==> config.mk <==
export PLATFORM = sky130hd
export DESIGN_NAME = fc_ctrl
export DESIGN_NICKNAME = d
export VERILOG_FILES = /design/src/rtl/fc_ctrl.sv
export SDC_FILE = /design/constraint.sdc
export NUM_CORES = 1
export LEC_CHECK = 0
export ABC_AREA = 1
export CAP_MARGIN = 40
export CELL_PAD_IN_SITES_DETAIL_PLACEMENT = 0
export CELL_PAD_IN_SITES_GLOBAL_PLACEMENT = 1
export CORE_MARGIN = 2
export CORE_UTILIZATION = 41
export DETAILED_ROUTE_END_ITERATION = 16
export PLACE_DENSITY_LB_ADDON = 0.1
export SLEW_MARGIN = 10
export SYNTH_ARGS = -nofsm -noshare
export SYNTH_HDL_FRONTEND = slang
export SYNTH_SLANG_ARGS = --single-unit
==> constraint.sdc <==
create_clock -name clk -period 3.8 [get_ports clk]
set_input_delay 0.76 -clock clk [delete_from_list [all_inputs] [get_ports clk]]
set_output_delay 0.76 -clock clk [all_outputs]
set_load 0.03 [all_outputs]
==> src/rtl/fc_ctrl.sv <==
// Sequencer for the FC1 (800->500) and FC2 (500->10) layers: walks feature
// and weight SRAMs, frames MAC terms and writes result bytes to e0-e4 / f.
module fc_ctrl #(
    parameter int FC1_K      = 40,
    parameter int FC1_N      = 500,
    parameter int FC2_K      = 25,
    parameter int FC2_N      = 10,
    parameter int FC2_W_BASE = 20000
) (
    input  logic        clk,
    input  logic        srstn,
    input  logic        conv_done,
    input  logic        mem_sel,
    input  logic        res_valid,
    input  logic [7:0]  res_data,
    output logic [9:0]  sram_raddr_cd,
    output logic [9:0]  sram_raddr_e,
    output logic [14:0] sram_raddr_weight,
    output logic [1:0]  rd_src,
    output logic        acc_en,
    output logic        acc_first,
    output logic        acc_last,
    output logic        sram_write_enable_e0,
    output logic        sram_write_enable_e1,
    output logic        sram_write_enable_e2,
    output logic        sram_write_enable_e3,
    output logic        sram_write_enable_e4,
    output logic        sram_write_enable_f,
    output logic [3:0]  sram_bytemask_e,
    output logic [3:0]  sram_bytemask_f,
    output logic [9:0]  sram_waddr_e,
    output logic [9:0]  sram_waddr_f,
    output logic [7:0]  sram_wdata_e,
    output logic [7:0]  sram_wdata_f,
    output logic        fc1_done,
    output logic        fc2_done,
    output logic        busy
);

    typedef enum logic [2:0] {
        S_IDLE,
        S_FC1_RD,
        S_FC1_WAIT,
        S_FC2_RD,
        S_FC2_WAIT
    } state_t;

    localparam logic [5:0]  K1_LAST = 6'(FC1_K - 1);
    localparam logic [5:0]  K2_LAST = 6'(FC2_K - 1);
    localparam logic [8:0]  N1_LAST = 9'(FC1_N - 1);
    localparam logic [8:0]  N2_LAST = 9'(FC2_N - 1);
    localparam logic [8:0]  N1_CNT  = 9'(FC1_N);
    localparam logic [8:0]  N2_CNT  = 9'(FC2_N);
    localparam logic [14:0] W2_BASE = 15'(FC2_W_BASE);

    state_t      r_state;
    state_t      w_state_nx;
    logic [5:0]  r_k;
    logic [8:0]  r_n;
    logic [14:0] r_wptr;
    logic        r_sel;

    logic        r_iss;
    logic        r_iss_first;
    logic        r_iss_last;
    logic [1:0]  r_src_iss;
    logic [9:0]  r_raddr_cd;
    logic [9:0]  r_raddr_e;
    logic [14:0] r_raddr_w;
    logic        r_acc_en;
    logic        r_acc_first;
    logic        r_acc_last;
    logic [1:0]  r_rd_src;

    logic [8:0]  r_rc;
    logic [2:0]  r_bank;
    logic [4:0]  r_row;
    logic [4:0]  r_we_e;
    logic        r_we_f;
    logic [3:0]  r_bm_e;
    logic [3:0]  r_bm_f;
    logic [9:0]  r_waddr_e;
    logic [9:0]  r_waddr_f;
    logic [7:0]  r_wdata_e;
    logic [7:0]  r_wdata_f;
    logic        r_fc1_done;
    logic        r_fc2_done;

    logic        w_start;
    logic        w_fc2;
    logic        w_iss;
    logic        w_k_last;
    logic        w_n_last;
    logic        w_rd_end;
    logic        w_wr1;
    logic        w_wr2;
    logic        w_wr1_last;
    logic        w_wr2_last;
    logic [1:0]  w_src;
    logic [3:0]  w_mask;

    assign w_start  = (r_state == S_IDLE) && conv_done;
    assign w_fc2    = (r_state == S_FC2_RD);
    assign w_iss    = w_start || (r_state == S_FC1_RD) || w_fc2;
    assign w_k_last = w_fc2 ? (r_k == K2_LAST) : (r_k == K1_LAST);
    assign w_n_last = w_fc2 ? (r_n == N2_LAST) : (r_n == N1_LAST);
    assign w_rd_end = w_iss && w_k_last && w_n_last;

    assign w_wr1 = res_valid && (r_rc < N1_CNT)
                && ((r_state == S_FC1_RD) || (r_state == S_FC1_WAIT));
    assign w_wr2 = res_valid && (r_rc < N2_CNT)
                && ((r_state == S_FC2_RD) || (r_state == S_FC2_WAIT));
    assign w_wr1_last = w_wr1 && (r_rc == N1_LAST);
    assign w_wr2_last = w_wr2 && (r_rc == N2_LAST);

    // mem_sel is latched at start, so the start cycle uses the live pin
    assign w_src  = w_fc2   ? 2'd2
                  : w_start ? {1'b0, !mem_sel}
                  :           {1'b0, !r_sel};
    assign w_mask = ~(4'b1000 >> r_rc[1:0]);

    always_comb begin
        w_state_nx = r_state;
        case (r_state)
            S_IDLE:
                if (conv_done) w_state_nx = S_FC1_RD;
            S_FC1_RD:
                if (w_wr1_last)    w_state_nx = S_FC2_RD;
                else if (w_rd_end) w_state_nx = S_FC1_WAIT;
            S_FC1_WAIT:
                if (w_wr1_last) w_state_nx = S_FC2_RD;
            S_FC2_RD:
                if (w_wr2_last)    w_state_nx = S_IDLE;
                else if (w_rd_end) w_state_nx = S_FC2_WAIT;
            S_FC2_WAIT:
                if (w_wr2_last) w_state_nx = S_IDLE;
            default:
                w_state_nx = S_IDLE;
        endcase
    end

    always_ff @(posedge clk) begin
        if (!srstn) begin
            r_state <= S_IDLE;
            r_k     <= '0;
            r_n     <= '0;
            r_wptr  <= '0;
            r_sel   <= 1'b0;
        end else begin
            r_state <= w_state_nx;
            if (w_start) r_sel <= mem_sel;
            if (w_wr1_last) begin
                r_k    <= '0;
                r_n    <= '0;
                r_wptr <= W2_BASE;
            end else if (w_wr2_last) begin
                r_k    <= '0;
                r_n    <= '0;
                r_wptr <= '0;
            end else if (w_iss) begin
                r_k    <= w_k_last ? 6'd0 : r_k + 6'd1;
                r_n    <= w_k_last ? r_n + 9'd1 : r_n;
                r_wptr <= r_wptr + 15'd1;
            end
        end
    end

    // Issue stage drives addresses; the acc flags follow one cycle later
    always_ff @(posedge clk) begin
        if (!srstn) begin
            r_iss       <= 1'b0;
            r_iss_first <= 1'b0;
            r_iss_last  <= 1'b0;
            r_src_iss   <= 2'd0;
            r_raddr_cd  <= '0;
            r_raddr_e   <= '0;
            r_raddr_w   <= '0;
            r_acc_en    <= 1'b0;
            r_acc_first <= 1'b0;
            r_acc_last  <= 1'b0;
            r_rd_src    <= 2'd0;
        end else begin
            r_iss <= w_iss;
            if (w_iss) begin
                r_iss_first <= (r_k == 6'd0);
                r_iss_last  <= w_k_last;
                r_src_iss   <= w_src;
                r_raddr_w   <= r_wptr;
                if (w_fc2) r_raddr_e  <= {4'd0, r_k};
                else       r_raddr_cd <= {4'd0, r_k};
            end
            r_acc_en    <= r_iss;
            r_acc_first <= r_iss && r_iss_first;
            r_acc_last  <= r_iss && r_iss_last;
            r_rd_src    <= r_src_iss;
        end
    end

    always_ff @(posedge clk) begin
        if (!srstn) begin
            r_rc       <= '0;
            r_bank     <= '0;
            r_row      <= '0;
            r_we_e     <= 5'h1F;
            r_we_f     <= 1'b1;
            r_bm_e     <= 4'hF;
            r_bm_f     <= 4'hF;
            r_waddr_e  <= '0;
            r_waddr_f  <= '0;
            r_wdata_e  <= '0;
            r_wdata_f  <= '0;
            r_fc1_done <= 1'b0;
            r_fc2_done <= 1'b0;
        end else begin
            r_we_e     <= 5'h1F;
            r_we_f     <= 1'b1;
            r_bm_e     <= 4'hF;
            r_bm_f     <= 4'hF;
            r_fc1_done <= 1'b0;
            r_fc2_done <= 1'b0;
            if (w_wr1) begin
                r_we_e    <= ~(5'd1 << r_bank);
                r_bm_e    <= w_mask;
                r_waddr_e <= {5'd0, r_row};
                r_wdata_e <= res_data;
                r_rc      <= r_rc + 9'd1;
                if (r_rc[1:0] == 2'd3) begin
                    r_bank <= (r_bank == 3'd4) ? 3'd0 : r_bank + 3'd1;
                    r_row  <= (r_bank == 3'd4) ? r_row + 5'd1 : r_row;
                end
                if (w_wr1_last) begin
                    r_fc1_done <= 1'b1;
                    r_rc       <= '0;
                    r_bank     <= '0;
                    r_row      <= '0;
                end
            end
            if (w_wr2) begin
                r_we_f    <= 1'b0;
                r_bm_f    <= w_mask;
                r_waddr_f <= {3'd0, r_rc[8:2]};
                r_wdata_f <= res_data;
                r_rc      <= r_rc + 9'd1;
                if (w_wr2_last) begin
                    r_fc2_done <= 1'b1;
                    r_rc       <= '0;
                end
            end
        end
    end

    assign sram_raddr_cd        = r_raddr_cd;
    assign sram_raddr_e         = r_raddr_e;
    assign sram_raddr_weight    = r_raddr_w;
    assign rd_src               = r_rd_src;
    assign acc_en               = r_acc_en;
    assign acc_first            = r_acc_first;
    assign acc_last             = r_acc_last;
    assign sram_write_enable_e0 = r_we_e[0];
    assign sram_write_enable_e1 = r_we_e[1];
    assign sram_write_enable_e2 = r_we_e[2];
    assign sram_write_enable_e3 = r_we_e[3];
    assign sram_write_enable_e4 = r_we_e[4];
    assign sram_write_enable_f  = r_we_f;
    assign sram_bytemask_e      = r_bm_e;
    assign sram_bytemask_f      = r_bm_f;
    assign sram_waddr_e         = r_waddr_e;
    assign sram_waddr_f         = r_waddr_f;
    assign sram_wdata_e         = r_wdata_e;
    assign sram_wdata_f         = r_wdata_f;
    assign fc1_done             = r_fc1_done;
    assign fc2_done             = r_fc2_done;
    assign busy                 = (r_state != S_IDLE) || r_fc2_done;

endmodule

==> impl_results.rst, run 1 <==
.. list-table::
   :header-rows: 1

   * - Metric
     - Value
   * - DRT Pass-1 Iters
     - 5
   * - RSZ-0062 raised after global routing
     - false
   * - Final worst path period share
     - between 70% and 80%
   * - Detailed-route via count
     - about 5000
   * - Number of failing hold endpoints at the final stage
     - 0
   * - Max Freq
     - around 350 MHz
   * - # nets final
     - approximately 850
   * - FP Rows
     - 42
   * - Slew Limit Headroom
     - between 60 and 70%
   * - Largest net degree at the start of global routing
     - 47
   * - Initial detailed-routing violation count
     - ~350
   * - Max-cap violations
     - 0
   * - Number of global-route vias before repair
     - roughly 4600
   * - Sequential area share after synthesis
     - between 40% and 50%
   * - Post-layout instance area
     - slightly above 0.007 mm^2
   * - Number of remaining DRC errors
     - 0
   * - Avg Inst Size Synth
     - a little under 8 um^2
   * - Critical path class
     - reg2out
   * - Average wire length per cell after detail routing
     - between 10 and 15 um
   * - Final Setup Violations
     - 0
   * - Clock period minus final worst setup slack
     - ~2.9 ns
   * - CTS tree
     - done
   * - Post-Syn Area
     - 0.00568 mm^2
   * - Clock tree root buffer cell
     - sky130_fd_sc_hd__clkbuf_16
   * - DP Cell Count
     - 981
   * - Overall overflow remaining after global route
     - 0
   * - Vert. Die Dim
     - around 120 um
   * - HPWL reported at the end of detailed placement
     - just under 10 mm
   * - Quantity of I/O buffers inserted on ports
     - 89
   * - Worst voltage drop across the vdd grid
     - around 0.00033 V
   * - Count of inserted antenna diode cells
     - 0
   * - Post-route ant nets
     - 0
   * - Maximum clock path buffer count
     - 2
   * - Type of the most critical hold path
     - reg2reg
   * - Clock sinks
     - 132
   * - Number of standard cells in the final layout excluding fillers
     - 1013
   * - Clock transition at path regs
     - approximately 0.05 ns
   * - Drt total wl
     - around 14 mm
   * - GRT Resource Usage Total
     - about a fifth
   * - Layout overhead on the synthesized area
     - 27.4%
   * - # resized after CTS
     - 0
   * - I/O Pins
     - 106
   * - Critical Path RT
     - 3.04 ns
   * - Cts bufs inserted
     - 17
   * - Transition at the pin with the smallest max-transition slack
     - approximately 0.54 ns
   * - Setup TNS
     - 0 ns
   * - Gate Count Post-Synth
     - around 740
   * - Placed Instance Area
     - 0.00664 mm^2
   * - Setup bufs post-CTS
     - 0
   * - CP dominant cell by count
     - sky130_fd_sc_hd__inv_1
   * - CP Cell Sequence
     - inv_1 -> nand2_1 -> nor2_2 -> inv_1 -> or2_2 -> clkdlybuf4s50_1
   * - Initial standard-cell utilization of the core
     - 42.4%
   * - Worst hold-check slack
     - roughly 0.43 ns
   * - Worst setup EP type
     - output pin
   * - Result of the run
     - completed
   * - Initial antenna violation count
     - 0
   * - Cell Pwr Density
     - roughly 670 mW/mm^2
   * - Final GP Congestion
     - between 0.8 and 0.9
   * - Startpoint types
     - flip-flop
   * - Clock skew
     - ~0.01 ns
   * - Critical path arrival
     - between 2 and 2.5 ns
   * - Global-route wire length before repair
     - between 20 and 25 mm
   * - Horiz. Die Dim
     - between 100 and 150 um
   * - Detailed-route vias per instance
     - 4.87
   * - Clock latency on the worst-skew pair
     - ~0.42 ns
   * - Core Area
     - about 0.013 mm^2
   * - Count of state elements after synthesis
     - 132
   * - Slew Limit Fails
     - 0
   * - Static leakage
     - approximately 0.0029 uW
   * - DIE AREA
     - 0.0148 mm^2
   * - Count of H-tree levels built during CTS
     - 4
   * - CP max stage cell
     - sky130_fd_sc_hd__clkdlybuf4s50_1
   * - Delay of the slowest cell on the worst path
     - roughly 0.60 ns
   * - Hold buffer count at cts
     - 0
   * - Synth cell types
     - 40
   * - Fraction of layout cells with a size suffix above 1
     - around 8.5%
   * - Highest fanout seen on the critical path
     - 9
   * - Yosys warnings
     - 0
-- metrics by stage --
step / power [uW] / utilization, % / worst slack, ns
6_report: 4810 / 53.9 / 0.950
3_3_place_gp: 3210 / 49.6 / 1.00
3_5_place_dp: 3230 / 49.6 / 0.932
2_1_floorplan: 2770 / - / 1.88
5_1_grt: 5090 / 53.9 / 0.826
4_1_cts: 4860 / 53.9 / 0.923
-- worst max-delay path, delay by kind of cell (launching register included) --
family	cells	cell delay, ns
buffers and inverters	3	0.80
AND/OR/NAND/NOR	3	0.44
flip-flops	1	0.43
-- registers in the layout, summed over array words and instances (netlist names), 4 cells and up --
register,flops
r_wptr,15
r_k,6
sram_raddr_cd,6
sram_bytemask_f,4
sram_wdata_e,8
sram_wdata_f,8
sram_waddr_e,5
sram_bytemask_e,4
sram_raddr_weight,15
r_we_e,5
r_row,5
sram_raddr_e,6
r_rc,9
sram_waddr_f,7
r_n,9
-- power by group --
group / switching (uW) / internal (uW) / total (uW)
Sequential: 142 / 1580 / 1720
Clock: 579 / 1050 / 1620
Combinational: 983 / 482 / 1460
-- layer usage --
layer  wire, um  global-route usage, %
met5          0                      0
met4        157                   8.48
met3        859                   4.59
met2       6580                   32.1
met1       6330                   24.5
-- synthesized netlist by cell type, drive strengths merged --
cell	number	area (um^2)
mux2i	1	10.0
or2	3	18.8
nand3b	1	7.51
buf	29	201
a31oi	6	37.5
nand3	46	270
a21oi	68	359
nor3b	4	30.0
o22ai	2	12.5
xor2	9	78.8
nand2	162	651
a211oi	1	7.51
nor3	18	95.1
inv	77	289
nor2	82	362
o211ai	2	15.0
nor4	1	6.26
clkbuf	12	45.0
ha	14	175
o21ai	39	195
a22oi	1	7.51
and3	1	6.26
dfxtp	132	2640
clkinv	1	3.75
o21bai	1	7.51
nand4	22	138
conb	1	3.75
-- final timing paths --
kind	from	endpoint	slack [ns]	depth (start not counted)
max	r_state[1]	busy	0.95	6
min reg2reg	sram_waddr_f[3]	sram_waddr_f[3]	0.43	2
max reg2reg	r_state[1]	r_state[1]	1.48	11
min	sram_waddr_f[3]	sram_waddr_f[3]	0.43	2
-- layout make-up --
class,count,area (um^2)
well taps,176,220
repair buffers,95,936
clock inverters,9,129
fillers,1283,6170
inverters,78,293
clock buffers,23,458
flip-flops and latches,132,2640
multi-input cells,500,2550
-- logic make-up after synthesis --
family	Yosys count	synth area share (%)
AOI/OAI and AO/OA	120	11.3
xor gates and xnor gates	9	1.39
adders and majority gates	14	3.09
buffers and inverters	119	9.50
DFF	132	46.6
muxes	1	0.176
other	1	0.0661
and+or+nand+nor	340	27.9
-- cells in the final DEF, fill, tap and decap left out, types with 3 or more instances in the layout --
cell / n
sky130_fd_sc_hd__nand2_4: 4
sky130_fd_sc_hd__buf_4: 6
sky130_fd_sc_hd__clkdlybuf4s50_1: 89
sky130_fd_sc_hd__inv_2: 5
sky130_fd_sc_hd__o21ai_0: 39
sky130_fd_sc_hd__inv_1: 72
sky130_fd_sc_hd__a31oi_1: 6
sky130_fd_sc_hd__dfxtp_1: 132
sky130_fd_sc_hd__bufinv_16: 3
sky130_fd_sc_hd__nor2_2: 6
sky130_fd_sc_hd__nand3_2: 3
sky130_fd_sc_hd__clkbuf_16: 17
sky130_fd_sc_hd__conb_1: 16
sky130_fd_sc_hd__nor2_4: 3
sky130_fd_sc_hd__nand2_1: 153
sky130_fd_sc_hd__ha_1: 14
sky130_fd_sc_hd__clkbuf_1: 5
sky130_fd_sc_hd__xor2_1: 9
sky130_fd_sc_hd__nor3b_1: 4
sky130_fd_sc_hd__a21oi_1: 63
sky130_fd_sc_hd__nand2_2: 5
sky130_fd_sc_hd__a21oi_2: 5
sky130_fd_sc_hd__or2_2: 3
sky130_fd_sc_hd__nand4_1: 22
sky130_fd_sc_hd__clkinv_2: 3
sky130_fd_sc_hd__nand3_1: 41
sky130_fd_sc_hd__nor2_1: 72
sky130_fd_sc_hd__nor3_1: 17
No activity file was read; power rests on OpenSTA's default activity.
==> inputs of run 2 (changes only) <==
--- a/config.mk
+++ b/config.mk
@@ -10,7 +10,7 @@
 export CELL_PAD_IN_SITES_DETAIL_PLACEMENT = 0
 export CELL_PAD_IN_SITES_GLOBAL_PLACEMENT = 1
 export CORE_MARGIN = 2
-export CORE_UTILIZATION = 41
+export CORE_UTILIZATION = 34
 export DETAILED_ROUTE_END_ITERATION = 16
 export PLACE_DENSITY_LB_ADDON = 0.1
 export SLEW_MARGIN = 10
==> constraint.sdc (replaced) <==
create_clock -name clk -period 2.5 [get_ports clk]
set_input_delay 0.5 -clock clk [delete_from_list [all_inputs] [get_ports clk]]
set_output_delay 0.5 -clock clk [all_outputs]
set_load 0.03 [all_outputs]
==> impl_results.rst, run 2 (synthesis gave the netlist of run 1 again) <==
.. list-table::
   :header-rows: 1

   * - Metric
     - Value
   * - # resized after CTS
     - 2 (+2)
   * - # nets final
     - 861 (+1.2%)
   * - Count of H-tree levels built during CTS
     - 4 (unchanged)
   * - Drt total wl
     - 14.2 mm (+2.1%)
   * - Setup TNS
     - 0 ns (unchanged)
   * - GRT Resource Usage Total
     - 16.4% (-3.1 points)
   * - Average wire length per cell after detail routing
     - 13.3 um (-2.9%)
   * - Critical path arrival
     - 1.82 ns (-0.27 ns)
   * - Initial detailed-routing violation count
     - 253 (-27%)
   * - Number of remaining DRC errors
     - 0 (unchanged)
   * - Type of the most critical hold path
     - reg2reg
   * - Slew Limit Fails
     - 0 (unchanged)
   * - DIE AREA
     - 0.0177 mm^2 (+20%)
   * - Fraction of layout cells with a size suffix above 1
     - 9.93% (+1.4 points)
   * - Worst setup EP type
     - output pin
   * - Crit path buffers/inverters
     - 3 (unchanged)
   * - Static leakage
     - 0.00291 uW (+1.8%)
   * - HPWL reported at the end of detailed placement
     - 10.1 mm (+3.0%)
   * - Delay of the slowest cell on the worst path
     - 0.38 ns (-0.22 ns)
   * - Number of failing hold endpoints at the final stage
     - 0 (unchanged)
   * - I/O Pins
     - 106 (unchanged)
   * - Clock sinks
     - 132 (unchanged)
   * - Layout overhead on the synthesized area
     - 29.5%
   * - Setup slack of the most critical reg-to-reg path
     - 0.48 ns (-1.00 ns)
   * - Critical path class
     - reg2out
   * - Critical R2R Capture
     - r_wptr[8]
   * - Initial antenna violation count
     - 0 (unchanged)
   * - Cell Pwr Density
     - 1000 mW/mm^2 (+50%)
   * - Critical Path RT
     - 2.00 ns (-1.04 ns)
   * - FP Rows
     - 47 (+12%)
   * - Worst reg2reg path depth
     - 8 (-3)
   * - Quantity of I/O buffers inserted on ports
     - 89 (unchanged)
   * - Global-route wire length before repair
     - 23.4 mm (+3.0%)
   * - Number of global-route vias before repair
     - 4733 (+2.8%)
   * - Result of the run
     - completed
   * - Clock tree root buffer cell
     - sky130_fd_sc_hd__clkbuf_16
   * - DRT Pass-1 Iters
     - 5 (unchanged)
   * - Sink of the worst hold path
     - sram_waddr_f[3]
   * - Core Area
     - 0.0165 mm^2 (+23%)
   * - Launch instance of the worst min-delay path
     - sram_waddr_f[3]
   * - Count of cells along the worst hold path
     - 2 (unchanged)
   * - Worst voltage drop across the vdd grid
     - 0.000465 V (+39%)
   * - Commonest non-fill, non-tap cells in the layout
     - sky130_fd_sc_hd__nand2_1 (153), sky130_fd_sc_hd__dfxtp_1 (131), sky130_fd_sc_hd__clkdlybuf4s50_1 (88), sky130_fd_sc_hd__inv_1 (72), sky130_fd_sc_hd__nor2_1 (72)
   * - Final GP Congestion
     - 0.800 (-9.4%)
   * - Critical path's top delay family
     - buffers and inverters
   * - Hold buffer count at cts
     - 0 (unchanged)
   * - CP max stage cell
     - sky130_fd_sc_hd__dfxtp_2
   * - RSZ-0062 raised after global routing
     - false
   * - Transition at the pin with the smallest max-transition slack
     - 0.556 ns (+0.0174 ns)
   * - Horiz. Die Dim
     - 133 um (+9.5%)
   * - Clock transition at path regs
     - 0.05 ns (about the same)
   * - Count of inserted antenna diode cells
     - 0 (unchanged)
   * - Fill cell total of the finished layout
     - 1635 (+27%)
   * - Clock latency on the worst-skew pair
     - 0.41 ns (about the same)
   * - Final worst path period share
     - 92.8%
   * - Max-cap violations
     - 0 (unchanged)
   * - Post-route ant nets
     - 0 (unchanged)
   * - Clock period minus final worst setup slack
     - 2.32 ns
   * - Detailed-route via count
     - 4997 (+1.3%)
   * - Overall overflow remaining after global route
     - 0 (unchanged)
   * - Commonest non-fill, non-tap cell in the layout
     - sky130_fd_sc_hd__nand2_1
   * - Final Setup Violations
     - 0 (unchanged)
   * - Cts bufs inserted
     - 17 (unchanged)
   * - Largest net degree at the start of global routing
     - 45 (-4.3%)
   * - Startpoint types
     - flip-flop
   * - CTS tree
     - done
   * - Highest fanout seen on the critical path
     - 9 (unchanged)
   * - Max Freq
     - 431 MHz
   * - Maximum clock path buffer count
     - 2 (unchanged)
   * - Layout Utilization
     - 44.6% (-9.3 points)
   * - Detailed-route vias per instance
     - 4.69 (-3.8%)
   * - Slew Limit Headroom
     - 62.7% (-1.2 points)
   * - Clock skew
     - 0.00601 ns (-0.00425 ns)
   * - Initial standard-cell utilization of the core
     - 34.5% (-7.9 points)
   * - First element of the critical path
     - r_state[0]
   * - Setup bufs post-CTS
     - 0 (unchanged)
   * - Vert. Die Dim
     - 133 um (+9.5%)
   * - CP dominant cell by count
     - sky130_fd_sc_hd__inv_1
   * - Worst r2r src
     - r_rc[1]
   * - CP Cell Sequence
     - inv_1 -> nand2_1 -> nor2_2 -> inv_1 -> or2_2 -> dlygate4sd2_1
## run 2: changes by cell type in the layout (fill, tap and decap cells not counted)
cell,previous run,this run
sky130_fd_sc_hd__buf_4,6,16
sky130_fd_sc_hd__clkbuf_1,5,2
sky130_fd_sc_hd__clkbuf_8,1,3
sky130_fd_sc_hd__bufinv_16,3,2
sky130_fd_sc_hd__clkdlybuf4s50_1,89,88
sky130_fd_sc_hd__clkinv_2,3,4
sky130_fd_sc_hd__dfxtp_1,132,131
sky130_fd_sc_hd__dfxtp_2,0,1
sky130_fd_sc_hd__dlygate4sd2_1,0,1
## run 2: where the power goes
group / switching [uW] / internal, uW / total [uW]
registers: 207 / 2400 / 2610
clock network: 889 / 1530 / 2420
logic: 1510 / 802 / 2310
## run 2: per-stage QoR
stage / total power (uW) / instances / area [um^2] / hold slack [ns] / setup WS (ns)
floorplan: 4200 / 751 / 5730 / 0.394 / 0.843
global placement: 4970 / 1035 / 6770 / 0.414 / 0.228
detailed placement: 4990 / 1035 / 6770 / 0.418 / 0.155
CTS: 7440 / 1066 / 7350 / 0.426 / 0.160
global route: 7770 / 1066 / 7350 / 0.446 / 0.118
finish: 7350 / 1066 / 7350 / 0.423 / 0.180
## run 2: worst reg2reg max path, cell delays in order (launching register included)
cell	delay [ns]
sky130_fd_sc_hd__dfxtp_1	0.37
sky130_fd_sc_hd__inv_1	0.10
sky130_fd_sc_hd__ha_1	0.21
sky130_fd_sc_hd__nand2_1	0.07
sky130_fd_sc_hd__nor2_1	0.15
sky130_fd_sc_hd__nand4_1	0.27
sky130_fd_sc_hd__nand2_2	0.40
sky130_fd_sc_hd__buf_4	0.27
sky130_fd_sc_hd__nor3_1	0.07
## run 2: how the worst max path moves through the flow
| stage | end | slack, ns | cells past startpoint |
|---|---|---|---|
| 6_report | busy | 0.18 | 6 |
| 5_1_grt | busy | 0.12 | 6 |
| 4_1_cts | busy | 0.16 | 6 |
| 3_5_place_dp | r_wptr[8] | 0.16 | 7 |
| 3_3_place_gp | r_wptr[8] | 0.23 | 7 |
| 2_1_floorplan | r_wptr[7] | 0.84 | 7 |
## run 2: layout make-up
class | count | area [um^2] | share of cell area, %
sequential | 132 | 2640 | 36.0
tap | 220 | 275 | 3.75
multi-input combinational | 500 | 2550 | 34.7
inverter | 78 | 293 | 3.98
timing repair buffer | 105 | 1010 | 13.7
clock buffer | 22 | 474 | 6.45
clock inverter | 9 | 104 | 1.41
## run 2: routing by layer
layer / up-vias / track usage [%] / wire length, um
li1: 2571 / - / -
met1: 2299 / 21.4 / 6900
met2: 111 / 26.8 / 6480
met3: 16 / 3.88 / 637
met4: 0 / 5.73 / 202
met5: - / 0 / 0
==> inputs of run 3 (changes only) <==
--- a/config.mk
+++ b/config.mk
@@ -11,6 +11,7 @@
 export CELL_PAD_IN_SITES_GLOBAL_PLACEMENT = 1
 export CORE_MARGIN = 2
 export CORE_UTILIZATION = 34
+export CTS_CLUSTER_SIZE = 12
 export DETAILED_ROUTE_END_ITERATION = 16
 export PLACE_DENSITY_LB_ADDON = 0.1
 export SLEW_MARGIN = 10
==> results of run 3 <==
Final layout, timing and power as in run 2 (identical DEF).
